$ cat src/rtl/ctrl_pipe_tracker_if.sv
`default_nettype none
// ============================================================================
// ctrl_pipe_tracker_if : decode-side inputs and stage-control outputs of the
//                        pipeline control tracker.       Rev 1.0
// ============================================================================
interface ctrl_pipe_tracker_if #(
  parameter int CNT_W = 32
);
  logic             id_valid;
  logic [6:0]       id_ex_control;
  logic [1:0]       id_mem_control;
  logic [1:0]       id_wb_control;
  logic             id_unrecognized;
  logic [4:0]       id_rs1;
  logic [4:0]       id_rs2;
  logic [4:0]       id_rd;
  logic             ex_branch_taken;
  logic             stall;
  logic             flush_id;
  logic [1:0]       ex_alu_src1;
  logic [1:0]       ex_alu_src2;
  logic [1:0]       ex_alu_op;
  logic             ex_branch;
  logic [4:0]       ex_rs1;
  logic [4:0]       ex_rs2;
  logic [4:0]       ex_rd;
  logic [1:0]       forward_a;
  logic [1:0]       forward_b;
  logic             mem_read;
  logic             mem_write;
  logic [4:0]       mem_rd;
  logic             wb_mem_to_reg;
  logic             wb_reg_write;
  logic [4:0]       wb_rd;
  logic             illegal_trap;
  logic [CNT_W-1:0] retired_count;

  modport master (
    output id_valid, id_ex_control, id_mem_control, id_wb_control,
           id_unrecognized, id_rs1, id_rs2, id_rd, ex_branch_taken,
    input  stall, flush_id, ex_alu_src1, ex_alu_src2, ex_alu_op, ex_branch,
           ex_rs1, ex_rs2, ex_rd, forward_a, forward_b, mem_read, mem_write,
           mem_rd, wb_mem_to_reg, wb_reg_write, wb_rd, illegal_trap,
           retired_count
  );

  modport slave (
    input  id_valid, id_ex_control, id_mem_control, id_wb_control,
           id_unrecognized, id_rs1, id_rs2, id_rd, ex_branch_taken,
    output stall, flush_id, ex_alu_src1, ex_alu_src2, ex_alu_op, ex_branch,
           ex_rs1, ex_rs2, ex_rd, forward_a, forward_b, mem_read, mem_write,
           mem_rd, wb_mem_to_reg, wb_reg_write, wb_rd, illegal_trap,
           retired_count
  );
endinterface
`default_nettype wire

$ cat src/rtl/ctrl_pipe_tracker.sv
`default_nettype none
// ============================================================================
// ctrl_pipe_tracker : carries decoded control through EX/MEM/WB, detects
//                     load-use hazards, forwards operands, traps, retires.
// Rev 1.0
// ============================================================================
module ctrl_pipe_tracker #(
  parameter int CNT_W = 32
) (
  input  wire logic           clk,
  input  wire logic           rst_n,
  ctrl_pipe_tracker_if.slave  bus
);

  typedef struct packed {
    logic       valid;
    logic [1:0] alu_src1;
    logic [1:0] alu_src2;
    logic [1:0] alu_op;
    logic       branch;
    logic       mem_read;
    logic       mem_write;
    logic       mem_to_reg;
    logic       reg_write;
    logic       use_rs1;
    logic       use_rs2;
    logic [4:0] rs1;
    logic [4:0] rs2;
    logic [4:0] rd;
  } id_ex_t;

  typedef struct packed {
    logic       valid;
    logic       mem_read;
    logic       mem_write;
    logic       mem_to_reg;
    logic       reg_write;
    logic [4:0] rd;
  } ex_mem_t;

  typedef struct packed {
    logic       valid;
    logic       mem_to_reg;
    logic       reg_write;
    logic [4:0] rd;
  } mem_wb_t;

  id_ex_t           id_ex_q, id_ex_d;
  ex_mem_t          ex_mem_q, ex_mem_d;
  mem_wb_t          mem_wb_q, mem_wb_d;
  logic             illegal_trap_q, illegal_trap_d;
  logic [CNT_W-1:0] retired_count_q, retired_count_d;

  logic             id_use_rs1;
  logic             id_use_rs2;
  logic             stall;
  logic [1:0]       forward_a;
  logic [1:0]       forward_b;

  // MEM result is younger than WB, so it wins when both match.
  function automatic logic [1:0] fwd_sel(input logic used, input logic [4:0] rs,
                                         input ex_mem_t m, input mem_wb_t w);
    logic [1:0] sel;
    sel = 2'b00;
    if (used && rs != 5'd0) begin
      if (m.valid && m.reg_write && m.rd == rs)
        sel = 2'b10;
      else if (w.valid && w.reg_write && w.rd == rs)
        sel = 2'b01;
    end
    return sel;
  endfunction

  always_comb begin
    id_use_rs1 = (bus.id_ex_control[6:5] == 2'b10);
    id_use_rs2 = (bus.id_ex_control[4:3] == 2'b00) || bus.id_mem_control[0];

    stall = bus.id_valid && id_ex_q.valid && id_ex_q.mem_read && (id_ex_q.rd != 5'd0) &&
            ((id_use_rs1 && bus.id_rs1 == id_ex_q.rd) ||
             (id_use_rs2 && bus.id_rs2 == id_ex_q.rd)) &&
            !bus.ex_branch_taken;

    id_ex_d = '0;
    if (!bus.ex_branch_taken && !stall && bus.id_valid && !bus.id_unrecognized) begin
      id_ex_d.valid      = 1'b1;
      id_ex_d.alu_src1   = bus.id_ex_control[6:5];
      id_ex_d.alu_src2   = bus.id_ex_control[4:3];
      id_ex_d.alu_op     = bus.id_ex_control[2:1];
      id_ex_d.branch     = bus.id_ex_control[0];
      id_ex_d.mem_read   = bus.id_mem_control[1];
      id_ex_d.mem_write  = bus.id_mem_control[0];
      id_ex_d.mem_to_reg = bus.id_wb_control[1];
      id_ex_d.reg_write  = bus.id_wb_control[0];
      id_ex_d.use_rs1    = id_use_rs1;
      id_ex_d.use_rs2    = id_use_rs2;
      id_ex_d.rs1        = bus.id_rs1;
      id_ex_d.rs2        = bus.id_rs2;
      id_ex_d.rd         = bus.id_rd;
    end

    illegal_trap_d = bus.id_valid && bus.id_unrecognized && !bus.ex_branch_taken && !stall;

    // Bubbles are all-zero, so a plain copy advances them correctly.
    ex_mem_d.valid      = id_ex_q.valid;
    ex_mem_d.mem_read   = id_ex_q.mem_read;
    ex_mem_d.mem_write  = id_ex_q.mem_write;
    ex_mem_d.mem_to_reg = id_ex_q.mem_to_reg;
    ex_mem_d.reg_write  = id_ex_q.reg_write;
    ex_mem_d.rd         = id_ex_q.rd;

    mem_wb_d.valid      = ex_mem_q.valid;
    mem_wb_d.mem_to_reg = ex_mem_q.mem_to_reg;
    mem_wb_d.reg_write  = ex_mem_q.reg_write;
    mem_wb_d.rd         = ex_mem_q.rd;

    retired_count_d = retired_count_q + {{(CNT_W-1){1'b0}}, mem_wb_q.valid};

    forward_a = fwd_sel(id_ex_q.use_rs1, id_ex_q.rs1, ex_mem_q, mem_wb_q);
    forward_b = fwd_sel(id_ex_q.use_rs2, id_ex_q.rs2, ex_mem_q, mem_wb_q);
  end

  always_ff @(posedge clk) begin
    if (!rst_n) begin
      id_ex_q         <= '0;
      ex_mem_q        <= '0;
      mem_wb_q        <= '0;
      illegal_trap_q  <= 1'b0;
      retired_count_q <= '0;
    end else begin
      id_ex_q         <= id_ex_d;
      ex_mem_q        <= ex_mem_d;
      mem_wb_q        <= mem_wb_d;
      illegal_trap_q  <= illegal_trap_d;
      retired_count_q <= retired_count_d;
    end
  end

  assign bus.stall         = stall;
  assign bus.flush_id      = bus.ex_branch_taken;
  assign bus.ex_alu_src1   = id_ex_q.alu_src1;
  assign bus.ex_alu_src2   = id_ex_q.alu_src2;
  assign bus.ex_alu_op     = id_ex_q.alu_op;
  assign bus.ex_branch     = id_ex_q.branch;
  assign bus.ex_rs1        = id_ex_q.rs1;
  assign bus.ex_rs2        = id_ex_q.rs2;
  assign bus.ex_rd         = id_ex_q.rd;
  assign bus.forward_a     = forward_a;
  assign bus.forward_b     = forward_b;
  assign bus.mem_read      = ex_mem_q.mem_read;
  assign bus.mem_write     = ex_mem_q.mem_write;
  assign bus.mem_rd        = ex_mem_q.rd;
  assign bus.wb_mem_to_reg = mem_wb_q.mem_to_reg;
  assign bus.wb_reg_write  = mem_wb_q.reg_write;
  assign bus.wb_rd         = mem_wb_q.rd;
  assign bus.illegal_trap  = illegal_trap_q;
  assign bus.retired_count = retired_count_q;

endmodule
`default_nettype wire

$ cat src/flat_wrapper.sv
// flat-port wrapper written by rule: the top's interface ports become plain ports
module ctrl_pipe_tracker_flat 
#(
  parameter int CNT_W = 32
)
  (clk, rst_n, bus_id_valid, bus_id_ex_control, bus_id_mem_control, bus_id_wb_control, bus_id_unrecognized, bus_id_rs1, bus_id_rs2, bus_id_rd, bus_ex_branch_taken, bus_stall, bus_flush_id, bus_ex_alu_src1, bus_ex_alu_src2, bus_ex_alu_op, bus_ex_branch, bus_ex_rs1, bus_ex_rs2, bus_ex_rd, bus_forward_a, bus_forward_b, bus_mem_read, bus_mem_write, bus_mem_rd, bus_wb_mem_to_reg, bus_wb_reg_write, bus_wb_rd, bus_illegal_trap, bus_retired_count);
  ctrl_pipe_tracker_if #(.CNT_W(CNT_W)) bus_i ();
  input  wire logic clk;
  input  wire logic rst_n;
  input wire logic [$bits(bus_i.id_valid)-1:0] bus_id_valid;
  input wire logic [$bits(bus_i.id_ex_control)-1:0] bus_id_ex_control;
  input wire logic [$bits(bus_i.id_mem_control)-1:0] bus_id_mem_control;
  input wire logic [$bits(bus_i.id_wb_control)-1:0] bus_id_wb_control;
  input wire logic [$bits(bus_i.id_unrecognized)-1:0] bus_id_unrecognized;
  input wire logic [$bits(bus_i.id_rs1)-1:0] bus_id_rs1;
  input wire logic [$bits(bus_i.id_rs2)-1:0] bus_id_rs2;
  input wire logic [$bits(bus_i.id_rd)-1:0] bus_id_rd;
  input wire logic [$bits(bus_i.ex_branch_taken)-1:0] bus_ex_branch_taken;
  output wire logic [$bits(bus_i.stall)-1:0] bus_stall;
  output wire logic [$bits(bus_i.flush_id)-1:0] bus_flush_id;
  output wire logic [$bits(bus_i.ex_alu_src1)-1:0] bus_ex_alu_src1;
  output wire logic [$bits(bus_i.ex_alu_src2)-1:0] bus_ex_alu_src2;
  output wire logic [$bits(bus_i.ex_alu_op)-1:0] bus_ex_alu_op;
  output wire logic [$bits(bus_i.ex_branch)-1:0] bus_ex_branch;
  output wire logic [$bits(bus_i.ex_rs1)-1:0] bus_ex_rs1;
  output wire logic [$bits(bus_i.ex_rs2)-1:0] bus_ex_rs2;
  output wire logic [$bits(bus_i.ex_rd)-1:0] bus_ex_rd;
  output wire logic [$bits(bus_i.forward_a)-1:0] bus_forward_a;
  output wire logic [$bits(bus_i.forward_b)-1:0] bus_forward_b;
  output wire logic [$bits(bus_i.mem_read)-1:0] bus_mem_read;
  output wire logic [$bits(bus_i.mem_write)-1:0] bus_mem_write;
  output wire logic [$bits(bus_i.mem_rd)-1:0] bus_mem_rd;
  output wire logic [$bits(bus_i.wb_mem_to_reg)-1:0] bus_wb_mem_to_reg;
  output wire logic [$bits(bus_i.wb_reg_write)-1:0] bus_wb_reg_write;
  output wire logic [$bits(bus_i.wb_rd)-1:0] bus_wb_rd;
  output wire logic [$bits(bus_i.illegal_trap)-1:0] bus_illegal_trap;
  output wire logic [$bits(bus_i.retired_count)-1:0] bus_retired_count;
  assign bus_i.id_valid = bus_id_valid;
  assign bus_i.id_ex_control = bus_id_ex_control;
  assign bus_i.id_mem_control = bus_id_mem_control;
  assign bus_i.id_wb_control = bus_id_wb_control;
  assign bus_i.id_unrecognized = bus_id_unrecognized;
  assign bus_i.id_rs1 = bus_id_rs1;
  assign bus_i.id_rs2 = bus_id_rs2;
  assign bus_i.id_rd = bus_id_rd;
  assign bus_i.ex_branch_taken = bus_ex_branch_taken;
  assign bus_stall = bus_i.stall;
  assign bus_flush_id = bus_i.flush_id;
  assign bus_ex_alu_src1 = bus_i.ex_alu_src1;
  assign bus_ex_alu_src2 = bus_i.ex_alu_src2;
  assign bus_ex_alu_op = bus_i.ex_alu_op;
  assign bus_ex_branch = bus_i.ex_branch;
  assign bus_ex_rs1 = bus_i.ex_rs1;
  assign bus_ex_rs2 = bus_i.ex_rs2;
  assign bus_ex_rd = bus_i.ex_rd;
  assign bus_forward_a = bus_i.forward_a;
  assign bus_forward_b = bus_i.forward_b;
  assign bus_mem_read = bus_i.mem_read;
  assign bus_mem_write = bus_i.mem_write;
  assign bus_mem_rd = bus_i.mem_rd;
  assign bus_wb_mem_to_reg = bus_i.wb_mem_to_reg;
  assign bus_wb_reg_write = bus_i.wb_reg_write;
  assign bus_wb_rd = bus_i.wb_rd;
  assign bus_illegal_trap = bus_i.illegal_trap;
  assign bus_retired_count = bus_i.retired_count;
  ctrl_pipe_tracker #(.CNT_W(CNT_W)) u_core (.clk(clk), .rst_n(rst_n), .bus(bus_i));
endmodule
$ cat config.mk
export PLATFORM = sky130hd
export DESIGN_NAME = ctrl_pipe_tracker_flat
export DESIGN_NICKNAME = d
export VERILOG_FILES = /design/src/rtl/ctrl_pipe_tracker_if.sv /design/src/rtl/ctrl_pipe_tracker.sv /design/src/flat_wrapper.sv
export SDC_FILE = /design/constraint.sdc
export NUM_CORES = 1
export LEC_CHECK = 0
export ABC_AREA = 1
export BUFFER_PORTS_ARGS = -buffer_cell sky130_fd_sc_hd__buf_2
export CORE_UTILIZATION = 32
export CTS_CLUSTER_SIZE = 16
export DETAILED_ROUTE_END_ITERATION = 10
export SYNTH_ARGS = -nofsm -noshare
export SYNTH_HDL_FRONTEND = slang
export SYNTH_SLANG_ARGS = --single-unit
$ cat constraint.sdc
create_clock -name clk -period 2.1 [get_ports clk]
set_input_delay 0.105 -clock clk [delete_from_list [all_inputs] [get_ports clk]]
set_output_delay 0.105 -clock clk [all_outputs]
set_load 0.05 [all_outputs]
==> results of run 1 <==
[power by group through the flow]
stage	clock (mW)	sequential (mW)	combinational, mW
after global routing	1.69	1.54	0.212
after detailed placement	0	1.58	0.168
after global placement	0	1.58	0.166
final	1.58	1.54	0.193
after floorplan	0	1.58	0.119
after CTS	1.62	1.54	0.192
[stage by stage]
| stage | total power [mW] | setup WS (ns) | area, sq um |
|---|---|---|---|
| floorplan | 1.70 | 0.0976 | 3890 |
| global placement | 1.74 | 0.448 | 4310 |
| detailed placement | 1.74 | 0.396 | 4310 |
| CTS | 3.35 | 0.256 | 4780 |
| global route | 3.45 | 0.139 | 4780 |
| finish | 3.32 | 0.255 | 4780 |
[cells by family after synthesis]
kind of cell             after synthesis
flip-flops                            80
XOR/XNOR                              10
AND/OR/NAND/NOR                      297
buffers and inverters                143
AO/OA/AOI/OAI                         39
adder cells (fa/ha/maj)                2
[how the worst min path moves through the flow]
stage	endpoint	startpoint	cells past startpoint
5_1_grt	u_core.bus.ex_rs2[4]	bus_id_rs2[4]	3
3_5_place_dp	u_core.ex_mem_d[8]	bus_id_mem_control[1]	3
4_1_cts	u_core.bus.ex_rs1[0]	bus_id_rs1[0]	3
3_3_place_gp	u_core.bus.ex_rd[2]	bus_id_rd[2]	3
6_report	u_core.bus.ex_rs2[4]	bus_id_rs2[4]	3
2_1_floorplan	u_core.bus.ex_alu_op[0]	bus_id_ex_control[1]	2
[area by class of cell]
cell class	instances	area share
multi-input combinational	348	0.336
sequential	80	0.335
timing repair buffer	123	0.147
inverter	103	0.0809
clock buffer	9	0.0471
tap	143	0.0374
clock inverter	7	0.0165
[synth_stat cells (2+ instances only)]
| cell | number | area share |
|---|---|---|
| nand2_1 | 134 | 0.13 |
| dfxtp_1 | 80 | 0.41 |
| nand2_2 | 4 | 0.0064 |
| xnor2_1 | 3 | 0.0068 |
| nor2_2 | 3 | 0.0048 |
| ha_1 | 2 | 0.0064 |
| nand4_1 | 12 | 0.019 |
| buf_4 | 33 | 0.064 |
| nand3_1 | 23 | 0.030 |
| buf_2 | 2 | 0.0026 |
| xor2_1 | 7 | 0.016 |
| clkbuf_1 | 2 | 0.0019 |
| nand3_2 | 3 | 0.0077 |
| buf_6 | 2 | 0.0058 |
| or2_2 | 2 | 0.0032 |
| inv_1 | 101 | 0.098 |
| nor2_4 | 2 | 0.0058 |
| nand3b_1 | 3 | 0.0058 |
| o21ai_0 | 10 | 0.013 |
| a21oi_1 | 26 | 0.034 |
| inv_2 | 2 | 0.0019 |
| nor3_1 | 16 | 0.021 |
| nor2_1 | 91 | 0.088 |
[per-layer routing]
| metal | share of wire | routed length (um) |
|---|---|---|
| met1 | 0.46 | 4550 |
| met2 | 0.47 | 4660 |
| met3 | 0.052 | 507 |
| met4 | 0.011 | 112 |
| met5 | 0 | 0 |
[worst max-delay path, delay by kind of cell]
family        cells  cell delay (ns)
simple gates      7             0.68
buf+inv           4             0.95
==> impl_metrics.tcl, run 1 <==
set metrics [dict create \
    worst_ep_arrival_time_ns 1.74 \
    met3_usage 0.0416 \
    drtIter0Drc 203 \
    postCtsSetupBuffers 0 \
    grt_pass1_wl_mm 16.1 \
    clockBufferDepth 2 \
    fin_crit_ns 1.84 \
    ant_nets 0 \
    grtUsageMet2 0.278 \
    crit_start "bus_id_ex_control[6]" \
    relSlewSlack 0.636 \
    start_util 0.334 \
    max_freq_mhz 542 \
    hold_viol_final 0 \
    ys_seq_area_frac 0.413 \
    cp_slowest_cell "dlygate4sd3_1" \
    synth_top_family_by_area "simple AND/OR/NAND/NOR gates" \
    finalClockSkew_ns 0.0103 \
    die-area_sq_um 12600 \
    worst_setup_path_end_kind "primary output" \
    setup_tns_ns 0 \
    synth_fp_nets 604 \
    clk-insertion-delay-late_ns 0.34 \
    synthCells 571 \
    multiInputGateArea_sq_um 1610 \
    viasPerCell 4.48 \
    yosys_warnings 0 \
    power.leakage_nw 2.38 \
    clockPowerShare 0.477 \
    worstReg2RegEnd "u_core.bus.retired_count[24]" \
    cts_max_level 3 \
    core-area_sq_um 11600 \
    first_pass_iters 7 \
    drc 5 \
    drive_above_1_share 0.210 \
    grt_pass1_vias 3469 \
    syn_to_final_growth_pct 23.2 \
    maxCapViolations 0 \
    mostFrequentLayoutCell "nand2_1" \
    io_buffers 105 \
    grt_busiest_layer "met2" \
    drv_slew 0 \
    layout_common_cells "nand2_1 (134), buf_2 (105), inv_1 (101)" \
    hold_buffers 17 \
    diodes 0 \
    cp-start-kind "input port" \
    clk_pin_slew_ns 0.07 \
    numCtsBuffers 9 \
    wl_per_cell_um 12.1 \
    dpl.cell_count 780 \
    overflow 0 \
    p_sw_frac 0.236 \
    p_int_mw 2.54 \
    p_seq_frac 0.465 \
    cp.required_ns 2.00 \
    path_max_fanout 3 \
    rsz0062_at_grt "no" \
    cts_tree "done" \
    place_hpwl_mm 7.45 \
    tightestPinTransition_ns 0.545 \
    rr_worst_depth 11 \
    grt_max_degree 34 \
    ctsResizeCount 0 \
    synthAdderAreaFrac 0.00645 \
    slowest_delay_ns 0.53 \
    seqCellArea_sq_um 1600 \
    fill_cells 1193 \
    io-pin-count 106 \
    post-route-util 0.412 \
    setup_viol 0 \
    power.switching_mw 0.783 \
    finalHoldWorstSlack_ns 0.0186 \
    status "finished, violations left" \
    synth_edf_count 0 \
    fin_crit_sh 0.879 \
    peakVddDrop_uv 438 \
    synth_area_sq_um 3880 \
    die_h_um 112 \
    min_path_type "in2reg" \
    crit_top_cell "nor2_1" \
    ys_types 31 \
    num_vias 3644 \
    failed_checks "design-rule violations" \
    r2r-start "u_core.mem_wb_q[7]" \
    synth_xor_area_frac 0.0226 \
    met1_usage 0.196 \
    ys_ff_latch 80 \
    r2r_setup_slack_ns 0.40 \
    num_rows 39 \
    largest_reg_flops 32 \
    fin_nets 698 \
    instances_no_fill 813 \
    cts-root-buf "clkbuf_16" \
    grt_antenna_before_repair 0 \
    gp_congestion 0.882 \
    synthMuxAreaShare 0 \
    critical_path_class "in2out" \
    avgSynthCellArea_sq_um 6.80 \
    setup.worst_path.end "bus_stall" \
    combPwrFrac 0.058 \
    clock_sinks 80 \
    synth-simple-area-share 0.331 \
    grt_usage 0.161 \
    p_per_area_nw_per_um2 694 \
    ys.flop_type "dfxtp_1" \
    cp_cell_sequence "dlygate4sd3_1 > buf_2 > inv_1 > nor2_1 > nand2_1 > nor2_1 > nand3_1 > nand2_1 > nand2_2 > nor2_1 > buf_2" \
    async_flop_share 0 \
    drt_wl_total_mm 9.83 \
    die_w_um 112 \
    synth_compound_area_frac 0.0522 \
]
Power figures use the tool's default switching activity.
==> run 2, diff against run 1 <==
Settings changed: MAX_ROUTING_LAYER from default to met4.
Clock period 2.1 ns to 1.5 ns, I/O delays scaled along.
==> run 2 against run 1 <==
The flow finishes with violations (design-rule violations, negative setup slack). Via count rose by 7.8%. Routed wire length rose by 13%. Final area rose by 20%. Largest cell class unchanged. Largest power group unchanged.
==> impl_metrics.tcl, run 2 (synthesis results as in run 1) <==
set metrics [dict create \
    status "finished, violations left" \
    failed_checks "design-rule violations, negative setup slack" \
    setup_viol 36 \
    cp.required_ns 1.42 \
    die-area_sq_um 12600 \
    finalWorstSetupSlack_ns -0.146 \
    cp_cell_sequence "inv_2 > nand2_1 > nand2_1 > nor2_1 > nand3_1 > nand2_2 > nand2_2 > nor2_2 > buf_6" \
    cts_tree "done" \
    num_rows 39 \
    finalInstanceArea_sq_um 5760 \
    place_hpwl_mm 7.82 \
    gp_congestion 0.920 \
    drv_slew 0 \
    cp-start-kind "flop" \
    die_w_um 112 \
    ant_nets 0 \
    max_freq_mhz 608 \
    drc 4 \
    die_h_um 112 \
    clk-insertion-delay-late_ns 0.35 \
    peakVddDrop_uv 796 \
    hold_viol_final 0 \
    numCtsBuffers 9 \
    fin_nets 747 \
    layout_common_cells "nand2_1 (121), buf_2 (100), inv_1 (88)" \
    hp-start "bus_id_ex_control[3]" \
    slowest_delay_ns 0.37 \
    r2r_setup_slack_ns -0.15 \
    min_path_type "in2reg" \
    rr_worst_depth 12 \
    critical_path_class "reg2out" \
    io_buffers 105 \
    clockBufferDepth 2 \
    mostFrequentLayoutCell "nand2_1" \
    multiInputGateArea_sq_um 1970 \
    largest_reg_flops 32 \
    core-area_sq_um 11600 \
    worst_setup_path_end_kind "primary output" \
    cts_max_level 3 \
    grt_pass1_vias 3732 \
    path_max_fanout 5 \
    diodes 0 \
    num_vias 3929 \
    fill_cells 1135 \
    place_ws_ns -0.0895 \
    instances_no_fill 862 \
    rsz0062_at_grt "yes" \
    cts-root-buf "clkbuf_16" \
    drtIter0Drc 187 \
    syn_to_final_growth_pct 48.4 \
    drive_above_1_share 0.431 \
    worstReg2RegEnd "u_core.ex_mem_d[9]" \
    drt_wl_total_mm 11.1 \
    grt_pass1_wl_mm 17.2 \
    worstHoldPathCells 4 \
    cp_slowest_cell "dfxtp_4" \
    grt_antenna_before_repair 0 \
    whs_endpoint "u_core.id_ex_q[15]" \
    worst_ep_arrival_time_ns 1.57 \
    grt_usage 0.180 \
    clk_pin_slew_ns 0.06 \
    p_per_area_nw_per_um2 832 \
    power.leakage_nw 2.82 \
    grt_max_degree 34 \
    relSlewSlack 0.743 \
    dpl.cell_count 799 \
    r2r-start "u_core.bus.ex_rd[1]" \
    start_util 0.334 \
    tightestPinTransition_ns 0.386 \
    maxCapViolations 0 \
    seqCellArea_sq_um 1680 \
    wl_per_cell_um 12.9 \
    io-pin-count 106 \
    finalClockSkew_ns 0.00669 \
    clock_sinks 80 \
    overflow 0 \
    fin_crit_sh 1.10 \
    viasPerCell 4.56 \
    first_pass_iters 7 \
    fin_crit_ns 1.65 \
    post-route-util 0.496 \
    place_area_sq_um 4560 \
]
## run 2: layout make-up
type | instances | share of cell area
timing repair buffer | 172 | 0.212
clock buffer | 11 | 0.0441
sequential | 80 | 0.292
multi-input combinational | 348 | 0.342
tap | 143 | 0.0311
clock inverter | 5 | 0.0109
inverter | 103 | 0.0671
## run 2: worst max path at each step
stage	endpoint	slack (ns)	startpoint	depth (start not counted)
floorplan	bus_forward_b[0]	-0.20	u_core.bus.wb_reg_write	4
global placement	u_core.bus.retired_count[24]	-0.06	u_core.mem_wb_q[7]	11
detailed placement	u_core.bus.retired_count[24]	-0.09	u_core.mem_wb_q[7]	11
CTS	bus_forward_b[0]	-0.12	u_core.bus.ex_rs2[3]	5
global route	bus_stall	-0.26	u_core.bus.ex_rd[1]	9
finish	bus_stall	-0.15	u_core.bus.ex_rd[1]	9
## run 2: critical path, delay by kind of cell (launching register included)
| kind | cells | cell delay [ns] |
|---|---|---|
| simple gates | 7 | 0.64 |
| buf+inv | 2 | 0.22 |
| flops | 1 | 0.37 |
## run 2: stage by stage
step / TNS (ns) / hold slack, ns / power [mW]
floorplan: -0.432 / 0.187 / 2.38
global placement: -0.0641 / 0.290 / 2.45
detailed placement: -0.209 / 0.294 / 2.45
CTS: -0.474 / 0.0581 / 4.83
global route: -7.48 / 0.0855 / 4.97
finish: -4.05 / 0.0884 / 4.79
## run 2: timing repair
item | 4_1_cts | 5_1_grt
hold buffers | 28 | 0
resized for setup | 53 | 102
cloned | 0 | 2
buffers inserted | 8 | 10
pin swaps | 19 | 38
setup endpoints to repair | 11 | 51
endpoints found under the hold margin | 28 | 0
## run 2: power by group
group	leakage, nW	switching, mW	total, mW	internal [mW]
clock	0.147	0.894	2.29	1.40
combinational	2.01	0.201	0.355	0.154
sequential	0.671	0.0173	2.15	2.13
total	2.82	1.11	4.79	3.68
## run 2: per-layer routing
layer,global-route usage,routed length [um]
met1,0.202,4740
met2,0.301,5590
met3,0.0454,523
met4,0.0809,230
met5,-,0
==> run 3, diff against run 2 <==
==> constraint.sdc (replaced) <==
create_clock -name clk -period 1.5 [get_ports clk]
set_input_delay 0.15 -clock clk [delete_from_list [all_inputs] [get_ports clk]]
set_output_delay 0.15 -clock clk [all_outputs]
set_load 0.05 [all_outputs]
==> run 3 against run 2 <==
The run still ends with design-rule violations, negative setup slack left. Sequential share of layout area up 1.4 points. First-iteration DRC count up 35%. Core utilization down 2.1 points. Maximum frequency down 2.6%. Register-to-register slack about the same. Via count down 3.2%. Non-clock buffer count down 23. Combinational power down 18%. Largest cell class unchanged.
==> impl_metrics.tcl, run 3 (synthesis results as in run 1) <==
set metrics [dict create \
    status "finished, violations left" \
    failed_checks "design-rule violations, negative setup slack" \
    die_h_um 112 \
    max_freq_mhz 592 \
    finalClockSkew_ns 0.00508 \
    p_int_mw 3.53 \
    ant_nets 0 \
    num_vias 3805 \
    start_util 0.334 \
    diodes 0 \
    power.leakage_nw 2.71 \
    num_rows 39 \
    io-pin-count 106 \
    drc 5 \
    clk-insertion-delay-late_ns 0.34 \
    grt_usage 0.173 \
    p_sw_frac 0.242 \
    setup_viol 15 \
    cp.required_ns 1.35 \
    cts_tree "done" \
    numCtsBuffers 9 \
    combPwrFrac 0.062 \
    place_hpwl_mm 7.84 \
    fin_crit_sh 1.13 \
    die-area_sq_um 12600 \
    largest_reg_flops 32 \
    clk_pin_slew_ns 0.06 \
    grt_pass1_vias 3541 \
    worst_setup_path_end_kind "primary output" \
    first_pass_iters 9 \
    die_w_um 112 \
    grt_antenna_before_repair 0 \
    drtIter0Drc 253 \
    cp-start-kind "flop" \
    gp_congestion 0.966 \
    tightestPinTransition_ns 0.368 \
    clockBufferDepth 2 \
    setup_tns_ns -1.36 \
    maxCapViolations 0 \
    overflow 0 \
    totalPowerFinal_mw 4.66 \
    layout_common_cells "nand2_1 (119), buf_2 (100), inv_1 (89)" \
    critical_path_class "reg2out" \
    drive_above_1_share 0.434 \
    viasPerCell 4.54 \
    cts-root-buf "clkbuf_16" \
    grt_max_degree 31 \
    rsz0062_at_grt "yes" \
    syn_to_final_growth_pct 42.3 \
    drv_slew 0 \
    peakVddDrop_uv 945 \
    cts_max_level 3 \
    finalWorstSetupSlack_ns -0.189 \
    clockPowerShare 0.479 \
    place_ws_ns -0.104 \
    core-area_sq_um 11600 \
    relSlewSlack 0.755 \
    grt_pass1_wl_mm 16.6 \
    min_path_type "in2reg" \
    worst_ep_arrival_time_ns 1.54 \
    p_seq_frac 0.459 \
    path_max_fanout 5 \
    hold_viol_final 0 \
    power.switching_mw 1.13 \
    io_buffers 105 \
    mostFrequentLayoutCell "nand2_1" \
    clock_sinks 80 \
    drt_wl_total_mm 10.6 \
    fin_nets 724 \
    fin_crit_ns 1.69 \
    wl_per_cell_um 12.6 \
    p_per_area_nw_per_um2 844 \
    fill_cells 1153 \
]
run 3: metal layers:
metal | global-route usage | routed length, um | vias to the layer above | share of wire
met5 | - | 0 | - | 0
met4 | 0.0551 | 136 | 0 | 0.013
met3 | 0.0502 | 535 | 11 | 0.051
met2 | 0.294 | 5350 | 105 | 0.51
met1 | 0.195 | 4530 | 1727 | 0.43
li1 | - | - | 1962 | -
run 3: stage by stage:
step                      utilization  instance area (sq um)  hold WS (ns)  cells
after floorplan                     -                   3980         0.262    571
after global placement          0.393                   4570         0.365    801
after detailed placement        0.393                   4570         0.367    801
after CTS                       0.438                   5090       0.00128    827
after global routing            0.475                   5520      0.000695    839
final                           0.475                   5520       0.00990    839
run 3: area by class of cell:
| class | instances | area [sq um] | area share |
|---|---|---|---|
| repair buffers | 149 | 986 | 0.179 |
| well taps | 143 | 179 | 0.0324 |
| clock buffers | 9 | 225 | 0.0408 |
| flip-flops and latches | 80 | 1690 | 0.306 |
| clock inverters | 7 | 77.6 | 0.0140 |
| inverters | 103 | 397 | 0.0718 |
| multi-input cells | 348 | 1970 | 0.357 |
run 3: path summary, 6_finish.rpt:
check / from / end / slack [ns] / depth (start not counted)
max: u_core.bus.ex_rd[1] / bus_stall / -0.19 / 9
min: bus_id_rd[0] / u_core.bus.ex_rd[0] / 0.01 / 3
max reg2reg: u_core.mem_wb_q[7] / u_core.bus.retired_count[24] / -0.15 / 12
min reg2reg: u_core.ex_mem_d[6] / u_core.ex_mem_q[6] / 0.41 / 2
run 3: timing repair:
action | in CTS | in global routing
hold endpoints to repair | 3 | 0
endpoints found under the setup margin | 16 | 43
gates cloned | 0 | 1
pin swaps | 21 | 35
resized for setup | 56 | 99
buffers inserted | 7 | 11
hold buffers | 3 | 0
run 3: worst max-delay path, stage by stage, from the launching register on:
cell and delay (ns):
dfxtp_4 0.36, buf_6 0.12, nand2_2 0.05, nand2_2 0.04
nor2_1 0.09, nand3_1 0.08, nand2_1 0.10, nand2_2 0.07
nor2_2 0.12, buf_6 0.16
run 3: power groups by stage:
stage / clock network, mW / registers [mW] / logic [mW]
3_3_place_gp: 0 / 2.20 / 0.245
5_1_grt: 2.40 / 2.14 / 0.318
2_1_floorplan: 0 / 2.21 / 0.168
3_5_place_dp: 0 / 2.20 / 0.248
4_1_cts: 2.30 / 2.15 / 0.262
6_report: 2.23 / 2.14 / 0.291
